## src/rtl/dyn_node_refresh_ctrl.sv

```systemverilog
// Gate/data driver for an nmos-gated dynamic storage node: write pulses, periodic
// refresh before the charge decays, and a cycle-level model of the node contents.
module dyn_node_refresh_ctrl #(
  parameter int DECAY          = 50,
  parameter int REFRESH_MARGIN = 10,
  parameter int GATE_PULSE     = 2,
  parameter int CNT_W          = 8
) (
  input  logic             clk_i,
  input  logic             rst_i,
  input  logic             wr_req_i,
  input  logic             wr_data_i,
  input  logic             refresh_en_i,
  output logic             wr_ack_o,
  output logic             gate_o,
  output logic             data_drv_o,
  output logic             node_val_o,
  output logic             node_valid_o,
  output logic             busy_o,
  output logic             decay_err_o,
  output logic [CNT_W-1:0] refresh_cnt_o
);

  localparam int AGE_W = $clog2(DECAY + 1);
  localparam int PLS_W = (GATE_PULSE > 1) ? $clog2(GATE_PULSE) : 1;
  localparam logic [AGE_W-1:0] TRIG_AGE = AGE_W'(DECAY - REFRESH_MARGIN);
  localparam logic [AGE_W-1:0] LAST_AGE = AGE_W'(DECAY - 1);
  localparam logic [PLS_W-1:0] PLS_LAST = PLS_W'(GATE_PULSE - 1);

  typedef enum logic [1:0] {S_EMPTY, S_WRITE, S_HOLD, S_REFRESH} state_e;

  state_e           state_q, state_d;
  logic [AGE_W-1:0] age_q, age_d;
  logic [PLS_W-1:0] pls_q, pls_d;
  logic             drv_q, drv_d;
  logic             val_q, val_d;
  logic             vld_q, vld_d;
  logic             ack_q, ack_d;
  logic             derr_q, derr_d;
  logic [CNT_W-1:0] rcnt_q, rcnt_d;
  logic             accept;

  assign accept = wr_req_i && (state_q == S_EMPTY || state_q == S_HOLD);

  always_comb begin
    state_d = state_q;
    age_d   = age_q;
    pls_d   = pls_q;
    drv_d   = drv_q;
    val_d   = val_q;
    vld_d   = vld_q;
    ack_d   = 1'b0;
    derr_d  = 1'b0;
    rcnt_d  = rcnt_q;
    case (state_q)
      S_EMPTY, S_HOLD: begin
        // A write always beats refresh: it recharges the node anyway.
        if (accept) begin
          state_d = S_WRITE;
          pls_d   = '0;
          age_d   = '0;
          drv_d   = wr_data_i;
          val_d   = wr_data_i;
          vld_d   = 1'b1;
          ack_d   = 1'b1;
        end else if (state_q == S_HOLD) begin
          if (age_q == TRIG_AGE && refresh_en_i) begin
            state_d = S_REFRESH;
            pls_d   = '0;
            drv_d   = val_q;
          end else if (age_q == LAST_AGE) begin
            state_d = S_EMPTY;
            vld_d   = 1'b0;
            derr_d  = 1'b1;
            age_d   = '0;
          end else begin
            age_d = age_q + AGE_W'(1);
          end
        end
      end
      S_WRITE, S_REFRESH: begin
        if (pls_q == PLS_LAST) begin
          state_d = S_HOLD;
          pls_d   = '0;
          age_d   = '0;
          if (state_q == S_REFRESH) rcnt_d = rcnt_q + CNT_W'(1);
        end else begin
          pls_d = pls_q + PLS_W'(1);
        end
      end
      default: state_d = S_EMPTY;
    endcase
  end

  always_ff @(posedge clk_i) begin
    if (rst_i) begin
      state_q <= S_EMPTY;
      age_q   <= '0;
      pls_q   <= '0;
      drv_q   <= 1'b0;
      val_q   <= 1'b0;
      vld_q   <= 1'b0;
      ack_q   <= 1'b0;
      derr_q  <= 1'b0;
      rcnt_q  <= '0;
    end else begin
      state_q <= state_d;
      age_q   <= age_d;
      pls_q   <= pls_d;
      drv_q   <= drv_d;
      val_q   <= val_d;
      vld_q   <= vld_d;
      ack_q   <= ack_d;
      derr_q  <= derr_d;
      rcnt_q  <= rcnt_d;
    end
  end

  assign busy_o        = (state_q == S_WRITE) || (state_q == S_REFRESH);
  assign gate_o        = busy_o;
  assign wr_ack_o      = ack_q;
  assign data_drv_o    = drv_q;
  assign node_val_o    = val_q;
  assign node_valid_o  = vld_q;
  assign decay_err_o   = derr_q;
  assign refresh_cnt_o = rcnt_q;

endmodule

```

## config.mk

```make
export PLATFORM = sky130hd
export DESIGN_NAME = dyn_node_refresh_ctrl
export DESIGN_NICKNAME = d
export VERILOG_FILES = /design/src/rtl/dyn_node_refresh_ctrl.sv
export SDC_FILE = /design/constraint.sdc
export NUM_CORES = 1
export LEC_CHECK = 0
export ABC_AREA = 1
export CAP_MARGIN = 20
export CORE_UTILIZATION = 51
export CTS_CLUSTER_DIAMETER = 50
export DETAILED_ROUTE_END_ITERATION = 16
export PLACE_DENSITY = 0.78
export SLEW_MARGIN = 15
export SYNTH_ARGS = -nofsm -noshare
export SYNTH_HDL_FRONTEND = slang
export SYNTH_SLANG_ARGS = --single-unit
```

## constraint.sdc

```tcl
create_clock -name clk_i -period 1.4 [get_ports clk_i]
set_input_delay 0.14 -clock clk_i [delete_from_list [all_inputs] [get_ports clk_i]]
set_output_delay 0.14 -clock clk_i [all_outputs]
set_load 0.005 [all_outputs]
```

== Word level (Yosys, flattened, before mapping) ==
Cells that the tools add are included.
Storage, ports and cells
  bits in registers: 22
  bits of input ports: 5
  output and inout port bits: 15
  word-level logic and storage cells: 70
Cells by class
  $add $sub $neg: 3
  equal/unequal tests: 11
  muxes and demuxes: 26
  bitwise gates (word level): 2
  reductions and logical operators: 19
Operators by type and width (number)
  6-bit 2-to-1 mux: 5
  1-bit 2-to-1 mux: 13
  6-bit equality test (second input constant): 2
  6-bit one-hot mux with 2 select lines: 1
  3-bit AND reduction: 4
  2-bit 2-to-1 mux: 5
  3-bit inequality test (second input constant): 3
  8-bit by 1-bit adder with 8-bit output (second input constant): 1
  6-bit by 1-bit adder with 6-bit output (second input constant): 1
  2-bit nonzero test: 3
  2-bit OR reduction: 3
  5-bit OR reduction: 1
  2-bit equality test (second input constant): 2
  2-bit inequality test (second input constant): 2
  4-bit inequality test (second input constant): 1
  2-bit one-hot mux with 2 select lines: 1
  2-bit AND reduction: 2
  4-bit AND reduction: 1
  2-bit by 1-bit equality test with 1-bit output (second input constant): 1
  1-bit logical AND: 2
  2-bit logical NOT: 1
  1-bit logical OR: 2
  1-bit inverter: 2
  1-bit one-hot mux with 2 select lines: 1
  1-bit adder (second input constant): 1

== Longest topological paths before layout ==
Gate-level depths: netlist of the first run.
  depth in word-level cells: 6
  depth in mapped cells: 9
  depth with buffers taken out: 9

== Worst setup path after synthesis of the first run ==
Ideal clock, no wire load.
  path kind: flip-flop to flip-flop
  start: register age_q[0]
  end: register age_q[2]
  setup time: 0.114 ns
  data arrival time: 1.184 ns
  required time: 1.286 ns
  setup slack: 0.101 ns
  cell stages (with the launch flop): 9
  path buffers: 0
  clock period less this slack: 1.299 ns
  cells stage by stage: dfxtp_1 > inv_1 > ha_1 > nand2_1 > nor2_1 > nand4_1 > nand3_2 > o21bai_1 > nor2_1
Between the ends
  longest elaborated chain between the ends: 6
  elaborated cells between the ends (all ways): 11
  classes of those cells: 1 x add/sub; 3 x eq/ne; 5 x mux; 2 x reduce/logical
RTL lines
  start, declared: RTL line 33  | logic [AGE_W-1:0] age_q, age_d;
  start signal, assigned: RTL line 108  | age_q <= age_d;
  6-bit by 1-bit adder with 6-bit output or 6-bit equality test (tied branches): RTL line 77, 71
  6-bit 2-to-1 mux: RTL line 71  | end else if (age_q == LAST_AGE) begin
  6-bit 2-to-1 mux: RTL line 67  | if (age_q == TRIG_AGE && refresh_en_i) begin
  6-bit 2-to-1 mux: RTL line 66  | end else if (state_q == S_HOLD) begin
  6-bit 2-to-1 mux: RTL line 58  | if (accept) begin
  6-bit one-hot mux with 2 select lines: RTL line 55  | case (state_q)
Several ways; a longest one is shown, not always the timed one. The select of a mux whose other input is x is not followed.
A chain may end at the register's enable or synchronous reset.

== Final worst setup path of the first run ==
  start: register age_q[0]
  end: register age_q[1]
Same word-level chain as after synthesis.

==> summary.md, run 1 <==
| Metric | Value |
|---|---|
| Routed Wire Length | 2585 µm |
| Die ar. | approximately 2400 µm² |
| Hold Path Depth | 2 |
| Net Count, Synth | 167 |
| Hold Path Class | reg2reg |
| Initial Util | 55.56% |
| Detailed Route Iter0 Violations | 31 |
| Crit share post-route | 99.57% |
| First-pass GRT wire length | 4119 µm |
| CTS H-tree depth | 1 |
| Clock power frac | between 30% and 40% |
| # rows | 16 |
| Clk buf depth | 2 |
| Die X | 48.70 µm |
| Hold_sp | data_drv_o |
| Final setup violation count | 0 |
| Worst hold margin | 478.5 ps |
| Lkg Pwr | 0.0006773 µW |
| Cell Count Post-Placement | 206 |
| Fmax | 717.4 MHz |
| Commonest non-fill, non-tap cells in the layout | nor2_1 (28), nand2_1 (27), inv_1 (19), clkdlybuf4s50_1 (16), dfxtp_1 (12) |
| Switch share | 28.14% |
| Mapped cell area | about 1100 µm² |
| Clock latency on the worst-skew pair | approximately 320 ps |
| RSZ-0062 raised after global routing | yes |
| Synth warn | 0 |
| Core Area | 2002 µm² |
| Critical Path AT | 1620 ps |
| Setup CP Type | reg2reg |
| Area post-placement | 1361 µm² |
| Vias per cell | 5.172 |
| Actual slew at the worst max-slew pin | 273.0 ps |
| Area growth, synth to finish | 36.22% |
| Die Ht | a little under 50 µm |
| Ant. Diodes | 0 |
| CTS Hold Bufs | 0 |
| IO Port Bufs | 19 |
| ANT nets after route | 0 |
| RR Endpoint | age_q[1] |
| Post-Syn Area per Cell | 7.040 µm² |
| Hold EP | data_drv_o |
| Gate Count Post-Synth | 158 |
| Gr ovfl total | 0 |
| FF+latch count, synth | 22 |
| Startpoint Class | flip-flop |
| Critical Path End Type | flip-flop |
| CP Max Fanout | 5 |
| Pwr/cell area | 1012 nW/µm² |
| Post-synth EDFFs | 0 |
| Via count | 1112 |
| Largest net degree at the start of global routing | 14 |
| Max Cap Violations | 0 |
| Vias in the first global route | 1041 |
| CP Data Required Time | 1630 ps |
| Status | finished clean |
| Cell chosen for the clock root | clkbuf_4 |
| Crit path from | age_q[0] |
| Post-Route Skew | 1.966 ps |
| Nets@finish | 198 |
| Initial antenna violation count | 0 |
| Fin. Hold Viols | 0 |
| CTS tree | done |
| Flop2flop setup slack | 6 ps |
| Synth Flop Type | dfxtp_1 |
| I/O Pins | 20 |
| GPL Wtd Cong | ~1 |
| Post-DP HPWL | 1671 µm |
| Residual DRC | 0 |
| Finished Layout Cells | 215 |
| WL/cell | 12.02 µm |
| Sequential Power Share | 46.0% |
| Share of post-route cells with drive strength above 1 | 21.81% |
| Final-report max-slew violation count | 0 |
| Slew margin rel. | 81.69% |
| Tmin final | 1394 ps |
| Synth unique cells | 28 |
| Total clock sinks | 22 |
| Post-synth ARST share | 0% |
| Most common cell after layout, fill and taps aside | nor2_1 |
| Post-synthesis sequential area ratio | slightly below 40% |
| Design area | around 1500 µm² |
| Global Route Usage Sum | 21.94% |
| Reg2reg start | age_q[0] |
| P_sw | 431.4 µW |
| Inserted Clock Buffers | 3 |
| Pint | 1102 µW |
| Worst-path clk slew | between 100 and 150 ps |
| DRT Pass-1 Iters | 4 |
| Combinational share of power | around 22% |
| Maximum vdd drop | 878.3 µV |
| R2R cell count | 9 |
## power by group through the flow
stage                     registers (µW)  clock network (µW)  logic [µW]
after floorplan                      709                   0         182
after global placement               714                   0         263
after detailed placement             715                   0         273
after CTS                            705                 505         297
after global routing                 713                 526         365
final                                705                 496         332
## what timing repair did
item,in CTS,in global routing
buffers inserted,3,1
pin swaps,3,12
gates cloned,1,0
endpoints found under the setup margin,9,15
gates resized for setup,13,13
## synthesized netlist by cell type (2+ instances only)
library cell,n,area share [%]
nand2_1,31,10
nor2_1,29,9.8
dfxtp_1,22,40
inv_1,21,7.1
nand3_1,9,4.0
a21oi_1,7,3.1
nand4_1,5,2.8
ha_1,4,4.5
o21ai_0,3,1.3
xor2_1,3,2.4
clkbuf_1,2,0.68
inv_2,2,0.68
nor2_2,2,1.1
nor3_1,2,0.90
o21a_1,2,1.3
o21ai_1,2,0.90
## per-stage QoR
| step | setup slack (ps) | TNS [ps] | total power, µW | utilization [%] |
|---|---|---|---|---|
| after floorplan | 101.4 | 0 | 890.8 | - |
| after global placement | 6.603 | 0 | 977.4 | 68.00 |
| after detailed placement | -37.18 | -169.2 | 988.0 | 68.00 |
| after CTS | 6.964 | 0 | 1507 | 73.31 |
| after global routing | -88.32 | -430.1 | 1604 | 75.69 |
| final | 6.080 | 0 | 1533 | 75.69 |
## cell type report
cell class              instances  area [µm²]
clock buffers                   3       22.52
clock inverters                 1       30.03
fillers                       152       486.7
inverters                      24       90.09
multi-input cells             109       614.3
flip-flops and latches         22       455.4
well taps                      27       33.78
repair buffers                 29       269.0
## routing by layer
metal | wire length [µm] | vias up | global-route usage [%]
met5 | 0 | - | 0
met4 | 64 | 0 | 11.76
met3 | 93 | 9 | 3.459
met2 | 1274 | 33 | 37.27
met1 | 1153 | 507 | 26.38
li1 | - | 563 | -
## registers in the layout (all words and copies together), names as in the netlist
signal / count
age_q: 6
data_drv_o: 1
decay_err_o: 1
node_val_o: 1
node_valid_o: 1
pls_q: 1
refresh_cnt_o: 8
state_q: 2
wr_ack_o: 1
## cell families (layout without fill, tap and decap cells)
group | Yosys count | count (layout) | share of synthesized area (%)
compound gates | 17 | 17 | 9.111
xor+xnor | 4 | 4 | 3.150
buf+inv | 28 | 57 | 9.899
simple gates | 83 | 84 | 33.75
fa+ha+maj | 4 | 4 | 4.500
flops | 22 | 22 | 39.59
## how the worst max path moves through the flow
stage	endpoint	slack, ps	cells after the start
after global routing	age_q[1]	-90	9
after global placement	age_q[2]	7	6
after detailed placement	age_q[4]	-40	8
after CTS	age_q[0]	7	9
after floorplan	age_q[2]	100	8
final	age_q[1]	6	9
## worst max-delay path: stages, from the launching register on
cell and delay (ps):
dfxtp_2 340, inv_2 70, ha_4 140, nand2_4 50, nor2_4 110, nand4_1 230
nand3_4 180, nand2_2 70, nand2_1 60, nor2_1 50
No activity file was read; power rests on OpenSTA's default activity.
==> inputs of run 2 (changes only) <==
--- a/config.mk
+++ b/config.mk
@@ -5,12 +5,11 @@
 export SDC_FILE = /design/constraint.sdc
 export NUM_CORES = 1
 export LEC_CHECK = 0
-export ABC_AREA = 1
 export CAP_MARGIN = 20
-export CORE_UTILIZATION = 51
+export CORE_UTILIZATION = 50
 export CTS_CLUSTER_DIAMETER = 50
 export DETAILED_ROUTE_END_ITERATION = 16
-export PLACE_DENSITY = 0.78
+export PLACE_DENSITY = 0.77
 export SLEW_MARGIN = 15
 export SYNTH_ARGS = -nofsm -noshare
 export SYNTH_HDL_FRONTEND = slang
==> run 2 against run 1 <==
Effect of this change:
- hold slack gained 10 ps
- final cell count decreased by 19%
- largest cell class unchanged
- the run now ends with negative setup slack left
- sequential cell count unchanged
- worst setup slack worse by 66 ps
- design area fell by 3.2%
- die area decreased by 4.9%
- clock skew decreased by 1.1 ps
- wire length down 13%
- critical path depth down 3
- core utilization shrank 0.94 points
==> summary.md, run 2 <==
| Metric | Value |
|---|---|
| Synth unique cells | 33 (+18%) |
| Synth Flop Type | dfxtp_1 |
| Commonest non-fill, non-tap cells in the layout | clkdlybuf4s50_1 (17), buf_4 (14), dfxtp_1 (13), nor2_1 (11), nand2_1 (9) |
| Synth area leader | dfxtp_1 |
| Final WS setup | -59.89 ps (-65.97 ps) |
| Post-Syn Area per Cell | 8.920 µm² (+27%) |
| Worst-path clk slew | 120 ps (about the same) |
| Core Area | 1962 µm² (-2.0%) |
| Largest family of logic cells by synthesized area | simple AND/OR/NAND/NOR gates |
| CTS H-tree depth | 1 (unchanged) |
| Routed Wire Length | 2252 µm (-13%) |
| Clk buf depth | 2 (unchanged) |
| Ant. Diodes | 0 (unchanged) |
| Lkg Pwr | 0.0005799 µW (-14%) |
| Setup CP Type | reg2reg |
| Setup TNS | -93.63 ps (-93.63 ps) |
| Critical Path End Type | flip-flop |
| Initial antenna violation count | 0 (unchanged) |
| First-pass GRT wire length | 3312 µm (-20%) |
| Simple-Gate Fraction of Synth Area | 26.24% (-7.5 points) |
| Maximum vdd drop | 478.1 µV (-46%) |
| CP Data Required Time | 1590 ps (-40 ps) |
| Gr ovfl total | 0 (unchanged) |
| Initial Util | 52.74% (-2.8 points) |
| Flop2flop setup slack | -60 ps (-70 ps) |
| Post-DP HPWL | 1609 µm (-3.7%) |
| Die X | 47.49 µm (-2.5%) |
| Die Ht | 47.49 µm (-2.5%) |
| Register area | 454.2 µm² (-0.27%) |
| Area share of the largest cell type after synthesis | 42.56% (+3.0 points) |
| Largest register FFs | 8 (unchanged) |
| # rows | 16 (unchanged) |
| Pwr/cell area | 766.6 nW/µm² (-24%) |
| RSZ-0062 raised after global routing | yes |
| Clock latency on the worst-skew pair | 290 ps (-30 ps) |
| Area growth, synth to finish | 41.72% |
| Via count | 909 (-18%) |
| Crit share post-route | 104.3% (+4.7 points) |
| ANT nets after route | 0 (unchanged) |
| Largest net degree at the start of global routing | 13 (-1) |
| Mux cell area share after synthesis | 3.023% (+3.0 points) |
| Residual DRC | 0 (unchanged) |
| Nets@finish | 158 (-20%) |
| Vias in the first global route | 826 (-21%) |
| CTS Hold Bufs | 0 (unchanged) |
| GPL Wtd Cong | 0.8192 (-18%) |
| Worst hold margin | 488.7 ps (+10.22 ps) |
| Post-Synth XOR/XNOR Area | 5.079% (+1.9 points) |
| Number of fill cells in the layout | 160 (+5.3%) |
| Actual slew at the worst max-slew pin | 314.9 ps (+41.99 ps) |
| CP Max Fanout | 4 (-1) |
| Startpoint Class | flip-flop |
| Net Count, Synth | 125 (-25%) |
| Detailed Route Iter0 Violations | 22 (-29%) |
| Adder-Cell Fraction of Synth Area | 4.837% (+0.34 points) |
| WL/cell | 12.87 µm (+7.0%) |
| Most common cell after layout, fill and taps aside | clkdlybuf4s50_1 |
| Multi-input gate area | 623.1 µm² (+1.4%) |
| Layout Utilization | 74.74% (-0.94 points) |
| Synth warn | 0 (unchanged) |
| I/O Pins | 20 (unchanged) |
| Share of post-route cells with drive strength above 1 | 30.41% (+8.6 points) |
| Gate Count Post-Synth | 116 (-27%) |
| Synth area leaders | dfxtp_1 (43%), ha_1 (4.8%), nor2_1 (4.0%), a21oi_1 (3.9%), nand2_1 (3.3%) |
| FF+latch count, synth | 22 (unchanged) |
| Final-report max-slew violation count | 0 (unchanged) |
| Inserted Clock Buffers | 3 (unchanged) |
| Violated checks | negative setup slack |
| Cell chosen for the clock root | clkbuf_4 |
| Post-synthesis compound-gate area fraction | 14.03% (+4.9 points) |
| Count leader, synth | dfxtp_1 |
| Tmin final | 1460 ps (+65.97 ps) |
| DRT Pass-1 Iters | 4 (unchanged) |
| Post-synth EDFFs | 0 (unchanged) |
| Slew margin rel. | 78.96% (-2.7 points) |
| Die ar. | 2255 µm² (-4.9%) |
| Post-synthesis sequential area ratio | 42.56% (+3.0 points) |
| Fmax | 685.0 MHz (-4.5%) |
| CTS tree | done |
| Final setup violation count | 4 (+4) |
| Global Route Usage Sum | 21.18% (-0.77 points) |
| Max Cap Violations | 0 (unchanged) |
| IO Port Bufs | 19 (unchanged) |
| Hold Path Class | reg2reg |
| Total clock sinks | 22 (unchanged) |
| Post-Route Skew | 0.8726 ps (-1.094 ps) |
| Vias per cell | 5.194 (+0.43%) |
| Commonest cells post-synth | dfxtp_1 (22), nor2_1 (11), nand2_1 (9) |
| Fin. Hold Viols | 0 (unchanged) |
| Status | finished, violations left |
| Critical Path AT | 1650 ps (+30 ps) |
| Post-synth ARST share | 0% (unchanged) |
| Mapped cell area | 1035 µm² (-7.0%) |
==> run 2: cell types whose count changed in the layout (fill, tap and decap cells not counted), moves of 3 or more <==
cell	before	now
nor2_1	28	11
a211o_1	0	3
and3_1	0	4
or3_1	0	3
nand2_1	27	9
nand2_2	4	0
nand3_1	9	3
buf_4	10	14
inv_1	19	2
==> run 2: critical path: stages (launching register included) <==
cell	delay, ps
dfxtp_2	340
inv_2	70
ha_4	130
and4b_2	260
nand2_1	60
and3b_2	240
mux2_4	260
==> run 2: per-stage QoR <==
step	setup slack, ps	power, µW	std cells	area (µm²)
final	-59.89	1124	175	1466
after global routing	-110.6	1181	175	1466
after CTS	-43.87	1131	175	1419
after detailed placement	-225.7	791.7	170	1343
after global placement	-173.1	789.1	170	1343
after floorplan	27.04	725.4	116	1042
==> run 2: timing repair <==
action,in CTS,in global routing
endpoints found under the setup margin,12,16
setup buffers,1,1
pin swaps,5,8
resized for setup,14,14
==> run 2: worst paths after layout <==
path | startpoint | to | cells past startpoint
max | age_q[0] | age_q[0] | 6
min reg2reg | node_valid_o | node_valid_o | 2
max reg2reg | age_q[0] | age_q[0] | 6
min | node_valid_o | node_valid_o | 2
==> run 2: per-layer routing <==
| layer | GRT usage [%] | wire length [µm] | up-vias |
|---|---|---|---|
| li1 | - | - | 473 |
| met1 | 24.65 | 988 | 424 |
| met2 | 36.44 | 1195 | 10 |
| met3 | 5.283 | 55 | 2 |
| met4 | 9.714 | 12 | 0 |
| met5 | 0 | 0 | - |
==> run 2: kinds of logic after synthesis <==
kind of cell	Yosys count
AO/OA/AOI/OAI	21
XOR/XNOR	6
adder cells (fa/ha/maj)	4
buffers and inverters	10
flip-flops	22
multiplexers	3
AND/OR/NAND/NOR	50
==> run 2: layout make-up <==
cell class | count | area share (%)
clock buffer | 4 | 2.474
multi-input combinational | 84 | 42.49
tap | 27 | 2.304
inverter | 4 | 1.024
sequential | 22 | 30.97
timing repair buffer | 34 | 20.73
==> run 2: power breakdown <==
group	total, µW	switching, µW	leakage (µW)	internal (µW)
Clock	336	177	0.0000210	158
Sequential	649	9.61	0.000183	640
Combinational	139	64.8	0.000376	74.4
Total	1120	252	0.000580	872
==> inputs of run 3 (changes only) <==
--- a/config.mk
+++ b/config.mk
@@ -6,6 +6,7 @@
 export NUM_CORES = 1
 export LEC_CHECK = 0
 export CAP_MARGIN = 20
+export CORE_MARGIN = 3
 export CORE_UTILIZATION = 50
 export CTS_CLUSTER_DIAMETER = 50
 export DETAILED_ROUTE_END_ITERATION = 16
==> run 3 against run 2 <==
Effect of this change:
- sequential share of layout area up 0.43 points
- core utilization up 4.1 points
- worst setup slack better by 5.3 ps
- clock-buffer cell count down 1
- largest cell class unchanged
- highest routed layer unchanged
- the run still ends with negative setup slack left
==> summary.md, run 3 (synthesis results as in run 2) <==
| Metric | Value |
|---|---|
| Die X | 51.49 µm (+8.4%) |
| Reg2reg start | age_q[1] |
| Core Area | 1839 µm² (-6.3%) |
| Switch share | 24.41% (+2.0 points) |
| Inserted Clock Buffers | 3 (unchanged) |
| Area post-placement | 1355 µm² (+0.93%) |
| I/O Pins | 20 (unchanged) |
| Fin. Hold Viols | 0 (unchanged) |
| Critical Path AT | 1660 ps (about the same) |
| Commonest non-fill, non-tap cells in the layout | clkdlybuf4s50_1 (17), buf_4 (16), dfxtp_1 (12), nor2_1 (11) |
| Most common cell after layout, fill and taps aside | clkdlybuf4s50_1 |
| WL/cell | 13.41 µm (+4.2%) |
| Residual DRC | 0 (unchanged) |
| Global Route met2 Usage | 32.63% (-3.8 points) |
| Fmax | 687.5 MHz (+0.37%) |
| First-pass GRT wire length | 3857 µm (+16%) |
| Routed Wire Length | 2320 µm (+3.0%) |
| GPL Wtd Cong | 0.8549 (+4.4%) |
| Nets@finish | 159 (+0.63%) |
| CP Max Fanout | 4 (unchanged) |
| CP Data Required Time | 1600 ps (about the same) |
| Final WS setup | -54.56 ps (+5.327 ps) |
| Vias per cell | 5.410 (+4.2%) |
| Layer with the highest usage | met2 |
| CTS H-tree depth | 1 (unchanged) |
| Hold Path Depth | 2 (unchanged) |
| Pint | 811.3 µW (-7.0%) |
| Hold_sp | node_valid_o |
| Startpoint Class | flip-flop |
| Hold Path Class | reg2reg |
| Slew margin rel. | 79.18% (+0.22 points) |
| Flop2flop setup slack | -50 ps (about the same) |
| Pwr/cell area | 740.1 nW/µm² (-3.5%) |
| Post-Route Skew | 2.387 ps (+1.514 ps) |
| Design area | 1450 µm² (-1.1%) |
| IO Port Bufs | 19 (unchanged) |
| Total clock sinks | 22 (unchanged) |
| Max Cap Violations | 0 (unchanged) |
| Critical Path End Type | flip-flop |
| Detailed Route Iter0 Violations | 16 (-27%) |
| R2R cell count | 6 (unchanged) |
| Final-report max-slew violation count | 0 (unchanged) |
| Vias in the first global route | 900 (+9.0%) |
| Setup WS pre-CTS | -205.9 ps (+19.78 ps) |
| Crit share post-route | 103.9% (-0.38 points) |
| Combinational share of power | 13.0% (+0.6 points) |
| Setup Buffers After CTS | 0 (-1) |
| Worst-path clk slew | 120 ps (about the same) |
| Setup CP Type | reg2reg |
| # rows | 15 (-1) |
| ANT nets after route | 0 (unchanged) |
| Cell Count Post-Placement | 170 (unchanged) |
| Tmin final | 1455 ps (-5.327 ps) |
| Status | finished, violations left |
| P_sw | 261.9 µW (+4.1%) |
| CTS Hold Bufs | 0 (unchanged) |
| Clock latency on the worst-skew pair | 300 ps (about the same) |
| Largest register FFs | 8 (unchanged) |
| Ant. Diodes | 0 (unchanged) |
| Hold EP | node_valid_o |
| Setup TNS | -54.56 ps (+39.06 ps) |
| Maximum vdd drop | 693.1 µV (+45%) |
| Clk buf depth | 2 (unchanged) |
| Share of post-route cells with drive strength above 1 | 29.73% (-0.68 points) |
| Final setup violation count | 1 (-3) |
| Die Ht | 51.49 µm (+8.4%) |
| Met3 Resource Use GR | 3.725% (-1.6 points) |
| DRT Pass-1 Iters | 4 (unchanged) |
| Initial Util | 56.26% (+3.5 points) |
| Post-DP HPWL | 1635 µm (+1.6%) |
| RR Endpoint | age_q[0] |
| Area growth, synth to finish | 40.15% |
| CTS tree | done |
| Actual slew at the worst max-slew pin | 311.7 ps (-3.238 ps) |
| Global Route Usage Sum | 19.21% (-2.0 points) |
| Clock power frac | 26.5% (-3.3 points) |
| Cell chosen for the clock root | clkbuf_4 |
| Finished Layout Cells | 173 (-1.1%) |
| RSZ-0062 raised after global routing | yes |
| Met1 Track Usage GR | 22.94% (-1.7 points) |
| Sequential Power Share | 60.4% (+2.6 points) |
| Initial antenna violation count | 0 (unchanged) |
| Die ar. | 2651 µm² (+18%) |
| Gr ovfl total | 0 (unchanged) |
| Largest net degree at the start of global routing | 16 (+3) |
| Lkg Pwr | 0.0005741 µW (-1.0%) |
| Via count | 936 (+3.0%) |
| Violated checks | negative setup slack |
==> run 3: cell types whose count changed in the layout (fill, tap and decap cells not counted), sizes merged <==
cell    previous run  this run
clkbuf             4         3
buf               15        16
==> run 3: worst max-delay path, cell delays in order, from the launching register on <==
cell,delay [ps]
dfxtp_2,340
inv_2,70
ha_4,130
and4b_2,270
nand2_1,60
and3b_2,230
mux2_4,260
==> run 3: per-layer routing <==
layer,routed length [µm],vias up
li1,-,478
met3,50,6
met5,0,-
met4,53,0
met2,1118,16
met1,1098,436
==> run 3: area by class of cell <==
| type | instances | area [µm²] |
|---|---|---|
| tap | 25 | 31.28 |
| fill | 139 | 389.1 |
| timing repair buffer | 35 | 307.8 |
| sequential | 22 | 455.4 |
| multi-input combinational | 84 | 618.1 |
| inverter | 4 | 15.01 |
| clock buffer | 3 | 22.52 |
==> run 3: timing repair <==
action                     in CTS  in global routing
gates resized for setup        16                 10
pin swaps                       6                  6
setup endpoints to repair      12                 19
==> run 3: worst max path at each step <==
stage,cells past startpoint,start,slack [ps],to
2_1_floorplan,6,age_q[1],30,age_q[4]
3_3_place_gp,4,rst_i,-140,age_q[0]
3_5_place_dp,6,wr_req_i,-210,age_q[0]
4_1_cts,6,age_q[1],-50,age_q[0]
5_1_grt,6,age_q[1],-100,age_q[0]
6_report,6,age_q[1],-50,age_q[0]
==> run 3: power by group through the flow <==
| stage | Sequential, µW | Combinational [µW] | Clock (µW) |
|---|---|---|---|
| final | 649 | 140 | 285 |
| after global routing | 651 | 152 | 310 |
| after CTS | 650 | 135 | 290 |
| after detailed placement | 663 | 129 | 0 |
| after global placement | 663 | 126 | 0 |
| after floorplan | 663 | 62.7 | 0 |
==> run 3: metrics by stage <==
step | hold slack [ps] | utilization [%] | power [µW]
2_1_floorplan | 283.5 | - | 725.4
3_3_place_gp | 462.3 | 73.67 | 789.1
3_5_place_dp | 467.3 | 73.67 | 792.1
4_1_cts | 483.7 | 77.42 | 1074
5_1_grt | 498.6 | 78.84 | 1112
6_report | 482.3 | 78.84 | 1073
